--- src/rtl/pwl_sequencer_if.sv ---
// Handshake, configuration and status bundle for pwl_sequencer.
// master = the agent driving x/config and consuming results; slave = the sequencer.
interface pwl_sequencer_if #(
  parameter int W = 16
);
  logic         in_valid;
  logic         in_ready;
  logic [W-1:0] in_x;
  logic         cfg_we;
  logic [1:0]   cfg_sel;
  logic [3:0]   cfg_addr;
  logic [W-1:0] cfg_data;
  logic         out_valid;
  logic         out_ready;
  logic [W-1:0] out_y;
  logic [3:0]   out_seg;
  logic         busy;
  logic         cfg_err;

  modport master (
    output in_valid, in_x, cfg_we, cfg_sel, cfg_addr, cfg_data, out_ready,
    input  in_ready, out_valid, out_y, out_seg, busy, cfg_err
  );

  modport slave (
    input  in_valid, in_x, cfg_we, cfg_sel, cfg_addr, cfg_data, out_ready,
    output in_ready, out_valid, out_y, out_seg, busy, cfg_err
  );
endinterface

--- src/rtl/pwl_sequencer.sv ---
// Piecewise-linear evaluator: linear segment search over a 16-entry bound table, then y = slope*x + intercept.
// Define PWL_SAT_EN to clamp the result to the signed W-bit range; otherwise the result wraps.
module pwl_sequencer #(
  parameter int WI = 8,
  parameter int WF = 8
) (
  input logic            clk,
  input logic            rst_n,
  pwl_sequencer_if.slave bus
);
  localparam int W  = WI + WF;
  localparam int PW = 2 * W + 1;
  localparam int SW = 2 * W + 2;

  typedef enum logic [2:0] {
    IDLE   = 3'd0,
    SEARCH = 3'd1,
    MUL    = 3'd2,
    ADD    = 3'd3,
    DONE   = 3'd4
  } state_t;

  state_t state;
  state_t state_nxt;

  logic        [W-1:0] bound_tbl [16];
  logic signed [W-1:0] slope_tbl [16];
  logic signed [W-1:0] icpt_tbl  [16];

  logic        [W-1:0]  x_p0;
  logic        [3:0]    idx_p0;
  logic        [3:0]    seg_p0;
  logic signed [PW-1:0] prod_p1;
  logic        [W-1:0]  y_p2;
  logic        [3:0]    seg_p2;
  logic                 err_q;

  logic                 accept;
  logic                 hit;
  logic signed [PW-1:0] slope_ext;
  logic signed [PW-1:0] x_ext;
  logic signed [PW-1:0] shifted;
  logic signed [SW-1:0] sum;

`ifdef PWL_SAT_EN
  function automatic logic [W-1:0] narrow_w(input logic signed [SW-1:0] s);
    logic signed [SW-1:0] hi;
    logic signed [SW-1:0] lo;
    hi = '0;
    hi[W-2:0] = '1;
    lo = '1;
    lo[W-2:0] = '0;
    if (s > hi) begin
      return hi[W-1:0];
    end else if (s < lo) begin
      return lo[W-1:0];
    end
    return s[W-1:0];
  endfunction
`else
  function automatic logic [W-1:0] narrow_w(input logic signed [SW-1:0] s);
    return s[W-1:0];
  endfunction
`endif

  assign accept = bus.in_valid && bus.in_ready;
  assign hit    = (x_p0 <= bound_tbl[idx_p0]) || (idx_p0 == 4'd15);

  // x is unsigned, so it enters the signed product with a zero sign bit.
  assign slope_ext = {{(W + 1){slope_tbl[seg_p0][W-1]}}, slope_tbl[seg_p0]};
  assign x_ext     = {{(W + 1){1'b0}}, x_p0};
  assign shifted   = prod_p1 >>> WF;
  assign sum       = {shifted[PW-1], shifted}
                   + {{(SW - W){icpt_tbl[seg_p0][W-1]}}, icpt_tbl[seg_p0]};

  always_ff @(posedge clk or negedge rst_n) begin
    if (!rst_n) begin
      state <= IDLE;
    end else begin
      state <= state_nxt;
    end
  end

  always_comb begin
    state_nxt = state;
    case (state)
      IDLE:    if (accept) state_nxt = SEARCH;
      SEARCH:  if (hit) state_nxt = MUL;
      MUL:     state_nxt = ADD;
      ADD:     state_nxt = DONE;
      DONE:    if (bus.out_ready) state_nxt = IDLE;
      default: state_nxt = IDLE;
    endcase
  end

  // in_ready is gated by rst_n so it reads low for the whole reset window.
  always_comb begin
    bus.in_ready  = rst_n && (state == IDLE) && !bus.cfg_we;
    bus.busy      = (state != IDLE);
    bus.out_valid = (state == DONE);
    bus.out_y     = y_p2;
    bus.out_seg   = seg_p2;
    bus.cfg_err   = err_q;
  end

  // Tables only change in IDLE, so an accepted transaction always sees a stable table.
  always_ff @(posedge clk or negedge rst_n) begin
    if (!rst_n) begin
      for (int i = 0; i < 16; i++) begin
        bound_tbl[i] <= '1;
        slope_tbl[i] <= '0;
        icpt_tbl[i]  <= '0;
      end
    end else if (bus.cfg_we && (state == IDLE)) begin
      case (bus.cfg_sel)
        2'd0:    bound_tbl[bus.cfg_addr] <= bus.cfg_data;
        2'd1:    slope_tbl[bus.cfg_addr] <= bus.cfg_data;
        2'd2:    icpt_tbl[bus.cfg_addr]  <= bus.cfg_data;
        default: ;
      endcase
    end
  end

  always_ff @(posedge clk or negedge rst_n) begin
    if (!rst_n) begin
      err_q <= 1'b0;
    end else begin
      err_q <= bus.cfg_we && ((state != IDLE) || (bus.cfg_sel == 2'd3));
    end
  end

  // Stage p0: accepted argument and segment search
  always_ff @(posedge clk) begin
    if (accept) x_p0 <= bus.in_x;
  end

  always_ff @(posedge clk or negedge rst_n) begin
    if (!rst_n) begin
      idx_p0 <= '0;
      seg_p0 <= '0;
    end else if (state == IDLE) begin
      if (accept) idx_p0 <= '0;
    end else if (state == SEARCH) begin
      if (hit) seg_p0 <= idx_p0;
      else     idx_p0 <= idx_p0 + 4'd1;
    end
  end

  // Stage p1: product of slope and argument
  always_ff @(posedge clk) begin
    if (state == MUL) prod_p1 <= slope_ext * x_ext;
  end

  // Stage p2: scaled product plus intercept, held until the next ADD
  always_ff @(posedge clk or negedge rst_n) begin
    if (!rst_n) begin
      y_p2   <= '0;
      seg_p2 <= '0;
    end else if (state == ADD) begin
      y_p2   <= narrow_w(sum);
      seg_p2 <= seg_p0;
    end
  end
endmodule
--- src/flat_wrapper.sv ---
// flat-port wrapper written by rule: the top's interface ports become plain ports
module pwl_sequencer_flat 
#(
  parameter int WI = 8,
  parameter int WF = 8
)
  (clk, rst_n, bus_in_valid, bus_in_x, bus_cfg_we, bus_cfg_sel, bus_cfg_addr, bus_cfg_data, bus_out_ready, bus_in_ready, bus_out_valid, bus_out_y, bus_out_seg, bus_busy, bus_cfg_err);
  pwl_sequencer_if bus_i ();
  input logic clk;
  input logic rst_n;
  input wire logic [$bits(bus_i.in_valid)-1:0] bus_in_valid;
  input wire logic [$bits(bus_i.in_x)-1:0] bus_in_x;
  input wire logic [$bits(bus_i.cfg_we)-1:0] bus_cfg_we;
  input wire logic [$bits(bus_i.cfg_sel)-1:0] bus_cfg_sel;
  input wire logic [$bits(bus_i.cfg_addr)-1:0] bus_cfg_addr;
  input wire logic [$bits(bus_i.cfg_data)-1:0] bus_cfg_data;
  input wire logic [$bits(bus_i.out_ready)-1:0] bus_out_ready;
  output wire logic [$bits(bus_i.in_ready)-1:0] bus_in_ready;
  output wire logic [$bits(bus_i.out_valid)-1:0] bus_out_valid;
  output wire logic [$bits(bus_i.out_y)-1:0] bus_out_y;
  output wire logic [$bits(bus_i.out_seg)-1:0] bus_out_seg;
  output wire logic [$bits(bus_i.busy)-1:0] bus_busy;
  output wire logic [$bits(bus_i.cfg_err)-1:0] bus_cfg_err;
  assign bus_i.in_valid = bus_in_valid;
  assign bus_i.in_x = bus_in_x;
  assign bus_i.cfg_we = bus_cfg_we;
  assign bus_i.cfg_sel = bus_cfg_sel;
  assign bus_i.cfg_addr = bus_cfg_addr;
  assign bus_i.cfg_data = bus_cfg_data;
  assign bus_i.out_ready = bus_out_ready;
  assign bus_in_ready = bus_i.in_ready;
  assign bus_out_valid = bus_i.out_valid;
  assign bus_out_y = bus_i.out_y;
  assign bus_out_seg = bus_i.out_seg;
  assign bus_busy = bus_i.busy;
  assign bus_cfg_err = bus_i.cfg_err;
  pwl_sequencer #(.WI(WI), .WF(WF)) u_core (.clk(clk), .rst_n(rst_n), .bus(bus_i));
endmodule
--- config.mk ---
export PLATFORM = sky130hd
export DESIGN_NAME = pwl_sequencer_flat
export DESIGN_NICKNAME = d
export VERILOG_FILES = /design/src/rtl/pwl_sequencer_if.sv /design/src/rtl/pwl_sequencer.sv /design/src/flat_wrapper.sv
export SDC_FILE = /design/constraint.sdc
export NUM_CORES = 2
export LEC_CHECK = 0
export ABC_AREA = 1
export BUFFER_PORTS_ARGS = -buffer_cell sky130_fd_sc_hd__buf_4
export CORE_UTILIZATION = 55
export CTS_CLUSTER_DIAMETER = 200
export DETAILED_ROUTE_END_ITERATION = 12
export GPL_TIMING_DRIVEN = 0
export PLACE_DENSITY = 0.79
export SKIP_LAST_GASP = 1
export SLEW_MARGIN = 10
export SYNTH_ARGS = -nofsm -noshare
export SYNTH_HDL_FRONTEND = slang
export SYNTH_SLANG_ARGS = --single-unit
export TNS_END_PERCENT = 5
--- constraint.sdc ---
create_clock -name clk -period 8 [get_ports clk]
set_input_delay 1.2 -clock clk [delete_from_list [all_inputs] [get_ports clk]]
set_output_delay 1.2 -clock clk [all_outputs]
set_load 0.02 [all_outputs]
==> Word level (Yosys, flattened, before mapping) <==
Cells that the tools add are included.
{ "word_totals": {"wordCells": 121, "output_inout_bits": 24, "in_bits": 43, "ff_bits": 840} }
{ "op_classes": {"eq_ne": 12, "magnitude_cmp": 5, "bitwise": 4, "mux": 22, "n_mul": 1, "reduce_logical": 19, "add_sub_neg": 2} }
{ "op_table": {"columns": ["operator", "count"], "rows": [
  ["$bwmux W256", 3],
  ["$bmux W16 S4", 3],
  ["$mux W16", 7],
  ["$demux W16 S4", 1],
  ["$mul A16 B17 Y24", 1],
  ["$add A16 B16 Y16", 1],
  ["$le A16 B16 Y1", 1],
  ["$mux W4", 4],
  ["$ge A5 B5 Y1 const B", 3],
  ["$not A4 Y5", 3],
  ["$pmux W3 S5", 1],
  ["$mux W3", 3],
  ["$reduce_and A3 Y1", 3],
  ["$eq A3 B2 Y1 const B", 2],
  ["$logic_and A1 B1 Y1", 6],
  ["$reduce_and A2 Y1", 3],
  ["$lt A5 B1 Y1 const B", 1],
  ["$add A4 B1 Y4 const B", 1],
  ["$eq A2 B2 Y1 const B", 2],
  ["$eq A4 B4 Y1 const B", 1],
  ["$ne A2 B1 Y1 const B", 2],
  ["$ne A2 B2 Y1 const B", 2],
  ["$eq A3 B1 Y1 const B", 1],
  ["$eq A3 B3 Y1 const B", 1],
  ["8 further kinds", 9]
]} }

==> Logic depth before layout (Yosys ltp) <==
{ "logic_depth": {"ltp_word": 9, "ltp_mapped": 36, "depth_no_buf": 34} }

==> Worst setup path after synthesis <==
Ideal clock, no wire load.
{ "synth_timing": {"kind": "register to register", "start": "register u_core.seg_p0[0]", "end": "register u_core.prod_p1[23] (data pin)", "t_arrival_ps": 6197, "setup_slack_ps": 1551, "path_stages_with_launch": 32, "n_path_buf": 5, "period_less_slack_ps": 6449, "path_cell_list": "dfrtp_1 inv_2 buf_4 buf_6 buf_2 buf_2 o21ai_0 o221ai_1 o211ai_1 nand2_1 buf_2 nand2_1 fa_1 inv_1 fa_1 inv_1 fa_1 inv_1 fa_1 fa_1 inv_1 fa_1 inv_1 ha_1 a21oi_1 o21ai_0 a21oi_1 nor2_1 a2111oi_0 nand2_1 nand3_1 nand2_1"} }
{ "synth_via": {"elab_chain_cells": 5} }
{ "synth_rtl": {"columns": ["element", "line", "source"], "rows": [
  ["start, declared", "pwl_sequencer.sv:32", "logic [3:0] seg_p0;"],
  ["start signal, assigned", "pwl_sequencer.sv:144", "if (hit) seg_p0 <= idx_p0;"],
  ["$not A4 Y5 (implied by the code)", "pwl_sequencer.sv:70", "assign slope_ext = {{(W + 1){slope_tbl[seg_p0][W-1]}}, slope_tbl[seg_p0]};"],
  ["$bmux W16 S4", "pwl_sequencer.sv:70", null],
  ["$mux W16 (implied by the code) (2 in series)", "pwl_sequencer.sv:70", null],
  ["$mul A16 B17 Y24", "pwl_sequencer.sv:151", "if (state == MUL) prod_p1 <= slope_ext * x_ext;"],
  ["end signal, assigned", "pwl_sequencer.sv:151", null],
  ["end, declared", "pwl_sequencer.sv:33", "logic signed [PW-1:0] prod_p1;"]
]} }
No other way between the ends. The select of a mux whose other input is x is not followed.
A chain may end at the register's enable or synchronous reset.

==> Final worst setup path <==
Same ends and word-level chain as after synthesis.

==> impl_metrics.json <==
{
  "hold_ws_ns": 0.436,
  "fin_skew_ns": 0.0646,
  "crit_fanout": 10,
  "cp_slowest_cell": "fa_1",
  "syn_area_per_cell_um2": 8.40,
  "clock_path_buffers": 3,
  "place_congestion": 1.03,
  "dr.pass1.iters": 8,
  "synth_edf_count": 32,
  "final_area_mm2": 0.0501,
  "synth_area_leader_cell": "dfrtp_1",
  "async_reset_ff_frac": 0.962,
  "grt_pass1_vias": 40100,
  "drv_cap": 0,
  "io-pin-count": 67,
  "drc": 0,
  "period_minus_slack_ns": 7.83,
  "gr-total-overflow": 0,
  "vias": 41700,
  "io_buffers": 66,
  "finalHoldViolCount": 0,
  "wl_per_cell_um": 24.9,
  "multiInputGateArea_mm2": 0.0204,
  "crit_type": "reg -> reg",
  "syn_nets": 5658,
  "rows": 104,
  "critPathMaxStageDelay_ns": 0.53,
  "yosysSeqAreaShare": 0.475,
  "synth_area_mm2": 0.0448,
  "endpoint_kind": "flip-flop",
  "initial_core_util": 0.557,
  "dp.cells": 6471,
  "die_y_um": 287,
  "cts_sinks": 832,
  "ant_nets": 0,
  "fmax_mhz": 128,
  "track_usage": 0.404,
  "cts_max_level": 3,
  "hp-class": "in -> async",
  "ys_ff_latch": 832,
  "cts_tree": "built",
  "placed_area_mm2": 0.0469,
  "worstSetupStartpointType": "flip-flop",
  "drtIter0Drc": 6196,
  "cpMostUsedCell": "fa_1",
  "clk-insertion-delay-late_ns": 0.69,
  "dp_hpwl_um": 117000,
  "coreArea_mm2": 0.0805,
  "rsz0062_at_grt": "true",
  "cts_buffers": 88,
  "ys_warn_count": 0,
  "grt_max_degree": 111,
  "synth_area_leaders": "dfrtp_1, dfstp_2, o21ai_0, nand2_1, fa_1",
  "drive_gt1_frac": 0.105,
  "critical_path_arrival_ns": 8.20,
  "yosysTopAreaCellShare": 0.304,
  "tns_ns": 0,
  "ys_types": 48,
  "num-fill-cells": 6834,
  "report.final.slew_viol_count": 0,
  "antenna_found_initial": 7,
  "tightestPinTransition_ns": 1.15,
  "cts.reportedPaths.clkPinSlew_ns": 0.06,
  "relSlewSlack": 0.229,
  "clock-root-buffer": "clkbuf_16",
  "final_net_count": 5825,
  "hold_buffers": 0,
  "setup_viol": 0,
  "final_cells": 6642,
  "dieArea_mm2": 0.0827,
  "crit_required_ns": 8.38,
  "vias_per_cell": 6.29,
  "grt_first_pass_wirelength_um": 248000,
  "regArea_mm2": 0.0213,
  "area_delta_synth_final_pct": 11.7,
  "synthCells": 5337,
  "min_period_over_period": 0.978,
  "status": "completed",
  "drt_wl_total_um": 165000,
  "synth-main-ff-cell": "dfrtp_1",
  "die_x_um": 287
}
through the flow:
| stage | util | worst slack, ns |
|---|---|---|
| floorplan | - | 1.55 |
| global placement | 0.579 | -3.35 |
| detailed placement | 0.582 | -0.448 |
| CTS | 0.620 | 0.00131 |
| global route | 0.621 | -0.0183 |
| finish | 0.621 | 0.175 |
cell type report:
type                            instances  share of cell area
Antenna cell                            6            0.000300
Buffer                                393              0.0333
Clock buffer                          131              0.0512
Clock inverter                         31             0.00925
Inverter                              414              0.0312
Multi-Input combinational cell       3694               0.407
Sequential cell                       832               0.426
Tap cell                             1060              0.0265
Timing Repair Buffer                   81              0.0155
cell usage after synthesis, types with 15 or more instances:
cell,count
nand2_1,1340
xor2_1,18
fa_1,169
dfstp_2,256
o22ai_1,46
o21ai_0,1086
dfrtp_1,544
buf_2,35
nand4_1,19
a221oi_1,21
inv_1,396
nor2_1,467
o221ai_1,75
edfxtp_1,32
o211ai_1,39
ha_1,109
nand3_1,139
a21oi_1,85
buf_1,15
o21ai_1,23
clkbuf_1,327
buf_4,16
cells in the final DEF (no fill, tap or decap), types with 8 or more instances in the layout:
master	count
clkbuf_16	88
bufinv_16	8
xnor2_1	9
buf_2	25
nor2_1	466
nand2_1	1335
nand2_2	13
edfxtp_1	32
a21oi_1	84
o21ai_1	26
nand4_1	19
a221oi_1	21
inv_1	396
dfrtp_1	543
clkbuf_4	8
o211ai_1	39
inv_2	8
clkbuf_1	336
o22ai_1	46
o221ai_1	75
buf_4	94
dfstp_2	256
clkinv_2	13
nand3_1	139
fa_1	169
o21ai_0	1083
buf_16	8
buf_1	13
ha_1	107
clkbuf_8	20
xor2_1	18
worst paths after layout:
path	from	end	slack, ns	cells past startpoint
max reg2reg	u_core.seg_p0[0]$_DFFE_PN0P_	u_core.prod_p1[23]$_DFFE_PN_	0.17	29
min	rst_n	u_core.icpt_tbl[24]$_DFFE_PN0P_	0.44	1
max in group asynchronous	rst_n	u_core.bound_tbl[2]$_DFFE_PN1P_	5.89	4
min reg2reg	u_core.icpt_tbl[35]$_DFFE_PN0P_	u_core.icpt_tbl[35]$_DFFE_PN0P_	0.48	2
max	u_core.seg_p0[0]$_DFFE_PN0P_	u_core.prod_p1[23]$_DFFE_PN_	0.17	29
min in group clk	u_core.icpt_tbl[35]$_DFFE_PN0P_	u_core.icpt_tbl[35]$_DFFE_PN0P_	0.48	2
routing by layer:
metal  global-route usage  vias up  part of all wire
met3                0.129      706              0.13
met2                0.570     3085              0.41
met4                0.250       12             0.075
met5                    0        -           0.00049
li1                     -    17800                 -
met1                0.540    20200              0.38
flip-flops by register name, summed over array words and instances (netlist names), 3 cells and up:
name	count
u_core.state	3
u_core.bus.out_y	16
u_core.icpt_tbl	256
u_core.seg_p0	4
u_core.x_p0	16
u_core.idx_p0	4
u_core.slope_tbl	256
u_core.bus.out_seg	4
u_core.bound_tbl	256
u_core.prod_p1	16
timing repair:
item	CTS	global route
buffers inserted	0	7
resized for setup	16	43
pin swaps	3	11
endpoints found under the setup margin	11	11
hold endpoints to repair	0	0
kinds of logic after synthesis:
family | after synthesis | synth area share
AND/OR/NAND/NOR | 1995 | 0.174
flip-flops | 832 | 0.475
buffers and inverters | 811 | 0.0709
XOR/XNOR | 28 | 0.00564
AO/OA/AOI/OAI | 1393 | 0.168
adder cells (fa/ha/maj) | 278 | 0.106
worst max-delay path: cells and delay by family (launching register included):
kind / cells / cell delay, ns
adder cells (fa/ha/maj): 7 / 3.37
AO/OA/AOI/OAI: 7 / 1.60
buffers and inverters: 9 / 1.19
AND/OR/NAND/NOR: 6 / 0.86
flip-flops: 1 / 0.47
Power is left out: the tool's default activity adds up to more than one toggle a clock period on the data nets, which glitch-free logic cannot reach.
